## config.mk

```make
export PLATFORM = sky130hd
export DESIGN_NAME = id_operand_stage
export DESIGN_NICKNAME = d
export VERILOG_FILES = /design/src/rtl/id_operand_stage_pkg.sv /design/src/rtl/id_operand_stage_fwd_mux.sv /design/src/rtl/id_operand_stage.sv
export SDC_FILE = /design/constraint.sdc
export NUM_CORES = 1
export LEC_CHECK = 0
export CORE_AREA = 2 2 164 166
export CTS_BUF_LIST = sky130_fd_sc_hd__clkbuf_8
export CTS_CLUSTER_DIAMETER = 200
export DETAILED_ROUTE_END_ITERATION = 8
export DIE_AREA = 0 0 166 168
export DONT_BUFFER_PORTS = 1
export SKIP_CTS_REPAIR_TIMING = 1
export SLEW_MARGIN = 20
export SYNTH_ARGS = -nofsm -noshare
export SYNTH_HDL_FRONTEND = slang
export SYNTH_SLANG_ARGS = --single-unit
export TNS_END_PERCENT = 10
```

## constraint.sdc

```tcl
create_clock -name clk -period 3.1 [get_ports clk]
set_clock_uncertainty 0.05 [all_clocks]
set_input_delay 0.31 -clock clk [delete_from_list [all_inputs] [get_ports clk]]
set_output_delay 0.31 -clock clk [all_outputs]
set_load 0.01 [all_outputs]
```

## src/rtl/id_operand_stage_pkg.sv

```systemverilog
// Shared decode constants and helpers for the ID operand stage.
package id_operand_stage_pkg;

  localparam int XLEN   = 32;
  localparam int REG_AW = 5;
  localparam int RD_LSB = 0;
  localparam int RJ_LSB = 5;
  localparam int RK_LSB = 10;
  localparam int OP_LSB = 20;

  localparam logic [9:0]  OP_STW       = 10'b0010100110;
  localparam logic [5:0]  OP_BEQ       = 6'b010110;
  localparam logic [5:0]  OP_BNE       = 6'b010111;
  localparam logic [6:0]  OP_LU12I     = 7'b0001010;
  localparam logic [5:0]  OP_B         = 6'b010100;
  localparam logic [5:0]  OP_BL        = 6'b010101;
  localparam logic [11:0] OP_3R_PREFIX = 12'h001;

  typedef struct packed {
    logic              valid;
    logic [REG_AW-1:0] dest;
    logic [XLEN-1:0]   data;
  } fwd_t;

  typedef struct packed {
    logic src2_is_rd;
    logic uses_rj;
    logic uses_src2;
  } dec_t;

  // op is inst[31:20]; every opcode class is identifiable from those bits.
  function automatic dec_t decode(input logic [11:0] op);
    dec_t d;
    d.src2_is_rd = (op[11:2] == OP_STW) | (op[11:6] == OP_BEQ) | (op[11:6] == OP_BNE);
    d.uses_rj    = !((op[11:5] == OP_LU12I) | (op[11:6] == OP_B) | (op[11:6] == OP_BL));
    d.uses_src2  = (op == OP_3R_PREFIX) | d.src2_is_rd;
    return d;
  endfunction

endpackage

```

## src/rtl/id_operand_stage_fwd_mux.sv

```systemverilog
// Operand bypass select: EX > MEM > WB > regfile, with r0 forced to zero.
module fwd_mux
  import id_operand_stage_pkg::*;
(
  input  logic [REG_AW-1:0] addr_i,
  input  logic [XLEN-1:0]   rf_data_i,
  input  fwd_t              es_i,
  input  fwd_t              ms_i,
  input  fwd_t              ws_i,
  output logic [XLEN-1:0]   operand_o
);

  logic es_hit, ms_hit, ws_hit;

  assign es_hit = es_i.valid & (es_i.dest == addr_i);
  assign ms_hit = ms_i.valid & (ms_i.dest == addr_i);
  assign ws_hit = ws_i.valid & (ws_i.dest == addr_i);

  always_comb begin
    operand_o = rf_data_i;
    if (addr_i == '0) begin
      operand_o = '0;
    end else if (es_hit) begin
      operand_o = es_i.data;
    end else if (ms_hit) begin
      operand_o = ms_i.data;
    end else if (ws_hit) begin
      operand_o = ws_i.data;
    end
  end

endmodule

```

## src/rtl/id_operand_stage.sv

```systemverilog
// Decode-stage slot: holds IF's instruction, drives regfile reads, bypasses
// later-stage results and stalls on load-use hazards.
module id_operand_stage
  import id_operand_stage_pkg::*;
#(
  parameter int PERF_W = 32
) (
  input  logic              clk,
  input  logic              reset,
  input  logic              fs_to_ds_valid,
  input  logic [31:0]       fs_pc,
  input  logic [31:0]       fs_inst,
  output logic              ds_allowin,
  input  logic              br_cancel,
  output logic [4:0]        raddr1,
  output logic [4:0]        raddr2,
  input  logic [31:0]       rdata1,
  input  logic [31:0]       rdata2,
  input  logic              es_fwd_valid,
  input  logic [4:0]        es_fwd_dest,
  input  logic [31:0]       es_fwd_data,
  input  logic              ms_fwd_valid,
  input  logic [4:0]        ms_fwd_dest,
  input  logic [31:0]       ms_fwd_data,
  input  logic              ws_fwd_valid,
  input  logic [4:0]        ws_fwd_dest,
  input  logic [31:0]       ws_fwd_data,
  input  logic              es_is_load,
  input  logic              es_allowin,
  output logic              ds_to_es_valid,
  output logic [31:0]       ds_pc,
  output logic [31:0]       ds_inst,
  output logic [31:0]       src1_val,
  output logic [31:0]       src2_val,
  output logic [PERF_W-1:0] stall_cnt
);

  logic              ds_valid_q, ds_valid_d;
  logic [31:0]       ds_pc_q, ds_inst_q;
  logic [PERF_W-1:0] stall_cnt_q, stall_cnt_d;

  dec_t              dec;
  fwd_t              es_fwd, ms_fwd, ws_fwd;
  logic [REG_AW-1:0] src_addr [2];
  logic [XLEN-1:0]   rf_data  [2];
  logic [XLEN-1:0]   src_val  [2];
  logic [1:0]        src_used;
  logic [1:0]        load_hit;
  logic              hazard, ds_ready_go, load_en;

  assign dec = decode(ds_inst_q[31:OP_LSB]);

  assign src_addr[0] = ds_inst_q[RJ_LSB +: REG_AW];
  assign src_addr[1] = dec.src2_is_rd ? ds_inst_q[RD_LSB +: REG_AW]
                                      : ds_inst_q[RK_LSB +: REG_AW];
  assign src_used    = {dec.uses_src2, dec.uses_rj};
  assign rf_data[0]  = rdata1;
  assign rf_data[1]  = rdata2;

  assign es_fwd = '{valid: es_fwd_valid, dest: es_fwd_dest, data: es_fwd_data};
  assign ms_fwd = '{valid: ms_fwd_valid, dest: ms_fwd_dest, data: ms_fwd_data};
  assign ws_fwd = '{valid: ws_fwd_valid, dest: ws_fwd_dest, data: ws_fwd_data};

  // Operands stay combinational so a stalled instruction picks up forwarded
  // data the moment the producing stage delivers it.
  generate
    for (genvar gi = 0; gi < 2; gi++) begin : g_src
      fwd_mux u_fwd_mux (
        .addr_i    (src_addr[gi]),
        .rf_data_i (rf_data[gi]),
        .es_i      (es_fwd),
        .ms_i      (ms_fwd),
        .ws_i      (ws_fwd),
        .operand_o (src_val[gi])
      );
      assign load_hit[gi] = src_used[gi] & (es_fwd_dest == src_addr[gi]);
    end
  endgenerate

  assign hazard      = ds_valid_q & es_fwd_valid & es_is_load
                     & (es_fwd_dest != '0) & (|load_hit);
  assign ds_ready_go = ~hazard;

  assign ds_allowin     = ~ds_valid_q | (ds_ready_go & es_allowin);
  assign ds_to_es_valid = ds_valid_q & ds_ready_go & ~br_cancel;
  assign load_en        = fs_to_ds_valid & ds_allowin & ~br_cancel;

  always_comb begin
    ds_valid_d  = ds_valid_q;
    stall_cnt_d = stall_cnt_q;
    if (br_cancel) begin
      ds_valid_d = 1'b0;
    end else if (ds_allowin) begin
      ds_valid_d = fs_to_ds_valid;
    end
    if (hazard && !br_cancel) begin
      stall_cnt_d = stall_cnt_q + PERF_W'(1);
    end
  end

  always_ff @(posedge clk or posedge reset) begin
    if (reset) begin
      ds_valid_q  <= 1'b0;
      ds_pc_q     <= '0;
      ds_inst_q   <= '0;
      stall_cnt_q <= '0;
    end else begin
      ds_valid_q  <= ds_valid_d;
      stall_cnt_q <= stall_cnt_d;
      if (load_en) begin
        ds_pc_q   <= fs_pc;
        ds_inst_q <= fs_inst;
      end
    end
  end

  assign raddr1    = src_addr[0];
  assign raddr2    = src_addr[1];
  assign src1_val  = src_val[0];
  assign src2_val  = src_val[1];
  assign ds_pc     = ds_pc_q;
  assign ds_inst   = ds_inst_q;
  assign stall_cnt = stall_cnt_q;

endmodule

```

==> flow_metrics.env <==
export IMPL_drc=0
export IMPL_grt_pass1_wl_microns=39000
export IMPL_drtAntennaViolNets=0
export IMPL_p_seq_share_pct=40.3
export IMPL_synth_area_sq_um=7140
export IMPL_syn_area_per_cell_sq_um=9.85
export IMPL_die_y_microns=168
export IMPL_final_core_util_pct=34.6
export IMPL_die_w_microns=166
export IMPL_antenna_found_initial=2
export IMPL_fmax_mhz=252
export IMPL_synth_async_reset_ratio_pct=100
export IMPL_drv_cap=0
export IMPL_clock_power_share_pct=19.8
export IMPL_setup_violations=129
export IMPL_cts_max_path_buffers=2
export IMPL_tightestPinTransition_ps=704
export IMPL_internal_power_w=0.00255
export IMPL_fillers=2640
export IMPL_seq_area_frac_synth_pct=34.0
export IMPL_hold_path_class="input pin to flip-flop"
export IMPL_period_minus_slack_ps=3970
export IMPL_grt_setup_unrepaired="yes"
export IMPL_via_count=6561
export IMPL_finalMaxSlewViolations=0
export IMPL_cts_root_buf="clkbuf_8"
export IMPL_fin_area_sq_um=9110
export IMPL_crit_path_max_fanout=9
export IMPL_synth_ff_type="dfrtp_1"
export IMPL_grt_max_degree=65
export IMPL_yosys_cell_types_count=52
export IMPL_relSlewSlack_pct=53.1
export IMPL_arrival_ps=3610
export IMPL_crit_required_ps=2740
export IMPL_io_buffers=0
export IMPL_pin_count=420
export IMPL_dp_slack_ps=-567
export IMPL_htree_levels=3
export IMPL_syn_inst=725
export IMPL_wirelength_microns=28300
export IMPL_hpwl_microns=21800
export IMPL_powerDensity_nw_per_um2=445
export IMPL_path_clk_slew_ps=110
export IMPL_fin_ws_ps=-873
export IMPL_grt_pass1_vias=5999
export IMPL_clock_sink_count=97
export IMPL_cts_buffers=9
export IMPL_hold_violations=0
export IMPL_p_comb_share_pct=39.9
export IMPL_start_util_pct=27.1
export IMPL_crit_type="flip-flop to primary output"
export IMPL_rows=60
export IMPL_gr_usage_all_layers_pct=18.1
export IMPL_finalPower_w=0.00405
export IMPL_violations="setup timing"
export IMPL_wl_per_cell_microns=24.6
export IMPL_area_growth_pct=27.6
export IMPL_yosysWarnings=0
export IMPL_worstSkewPairLatency_ps=380
export IMPL_p_leak_nw=3.85
export IMPL_fin_crit_sh_pct=128
export IMPL_swShare_pct=36.9
export IMPL_first_pass_iters=5
export IMPL_placed_area_sq_um=8090
export IMPL_drt_iter0_drc=442
export IMPL_hold_slack_ps=22.4
export IMPL_cp_start_kind="flip-flop"
export IMPL_ys_ff_latch=97
export IMPL_drive_gt1_share_pct=31.0
export IMPL_grt_overflow=0
export IMPL_ir_drop_mv=0.436
export IMPL_synth_edff_count=0
export IMPL_final_nets=1051
export IMPL_syn_nets=974
export IMPL_design_core_area_sq_um=26400
export IMPL_run_status="finished with violations"
export IMPL_cts_tree="done"
export IMPL_via_per_inst=5.71
export IMPL_worst_setup_path_end_kind="primary output"
export IMPL_finalWeightedCongestion=0.857
export IMPL_dieArea_sq_um=27900
export IMPL_p_sw_w=0.00150
flip-flops by register name, summed over array words and instances (netlist names):
| name | cells |
|---|---|
| ds_valid_q | 1 |
| ds_pc | 32 |
| ds_inst | 32 |
| stall_cnt | 32 |
final timing paths:
kind	startpoint	end	slack (ps)	depth (start not counted)
worst max-delay path	ds_inst[22]	src2_val[7]	-870	12
max in group asynchronous	reset	ds_inst[9]	1830	3
worst min-delay path	fs_inst[12]	ds_inst[12]	20	1
min in group asynchronous	reset	ds_pc[18]	480	2
worst max register to register	ds_inst[22]	ds_inst[13]	-430	9
worst min register to register	stall_cnt[22]	stall_cnt[22]	520	1
per-layer routing:
| metal | part of all wire [%] | track usage [%] | up-vias |
|---|---|---|---|
| li1 | - | - | 2871 |
| met1 | 38 | 21.6 | 3177 |
| met2 | 48 | 29.7 | 440 |
| met3 | 10 | 6.58 | 73 |
| met4 | 3.7 | 7.22 | 0 |
| met5 | 0 | 0 | - |
cells in the final DEF (no fill, tap or decap), types with 20 or more instances in the layout:
cell / synthesis / final
xnor2_1: 39 / 37
a211oi_1: 33 / 31
dfrtp_1: 97 / 95
buf_4: 6 / 66
and3_1: 53 / 49
a21oi_1: 40 / 37
a221o_1: 32 / 32
dlygate4sd3_1: 0 / 39
nand2b_1: 33 / 33
nor2_1: 72 / 61
mux2_4: 60 / 60
nand3_1: 24 / 20
mux2i_1: 32 / 31
a32o_2: 0 / 20
cells by family after synthesis:
kind of cell	Yosys count	synth area share, %
compound gates	159	17.7
xor+xnor	52	6.38
fa+ha+maj	1	0.175
buf+inv	73	4.99
flops	97	34.0
mux	97	17.9
simple gates	246	18.8
synthesized netlist by cell type (all sizes together), types with 13 or more instances:
cell type | number | area share (%)
dfrtp | 97 | 34
nor2 | 72 | 3.8
mux2 | 65 | 13
and3 | 53 | 4.6
clkbuf | 45 | 2.4
a21oi | 40 | 2.8
xnor2 | 39 | 4.8
a211oi | 33 | 3.5
nand2b | 33 | 2.9
a221o | 32 | 4.5
a32o | 32 | 4.5
mux2i | 32 | 4.5
nand3 | 24 | 1.7
buf | 22 | 2.3
nand4 | 15 | 1.3
nand2 | 14 | 0.74
xor2 | 13 | 1.6
power groups by stage:
stage / clock network, W / logic, W / registers (W)
after floorplan: 0 / 0.000973 / 0.00162
after CTS: 0.000832 / 0.00145 / 0.00163
after detailed placement: 0 / 0.00144 / 0.00165
after global placement: 0 / 0.00142 / 0.00165
final: 0.000803 / 0.00162 / 0.00163
after global routing: 0.000881 / 0.00172 / 0.00165
area by class of cell:
| class | count | area (sq um) | area share [%] |
|---|---|---|---|
| repair buffers | 133 | 1410 | 15.4 |
| clock buffers | 9 | 124 | 1.36 |
| well taps | 341 | 427 | 4.68 |
| inverters | 6 | 25.0 | 0.275 |
| flip-flops and latches | 97 | 2430 | 26.7 |
| diodes | 2 | 5.00 | 0.0549 |
| multi-input cells | 555 | 4630 | 50.9 |
| clock inverters | 7 | 60.1 | 0.659 |
critical path: stages (launching register included):
cell       delay [ps]
dfrtp_1           390
or4_4             570
o31a_4            400
o21ai_1           230
and2_1            220
buf_4             180
xnor2_4           130
nor4_4             70
buf_4             150
buf_12            140
clkbuf_16         160
a221o_1           270
a32o_2            290
stage by stage:
step	std cells	TNS, ps
2_1_floorplan	725	-23240
3_3_place_gp	1078	-42660
3_5_place_dp	1078	-44390
4_1_cts	1094	-62390
5_1_grt	1150	-70300
6_report	1150	-55890
No activity file was read; power rests on OpenSTA's default activity.
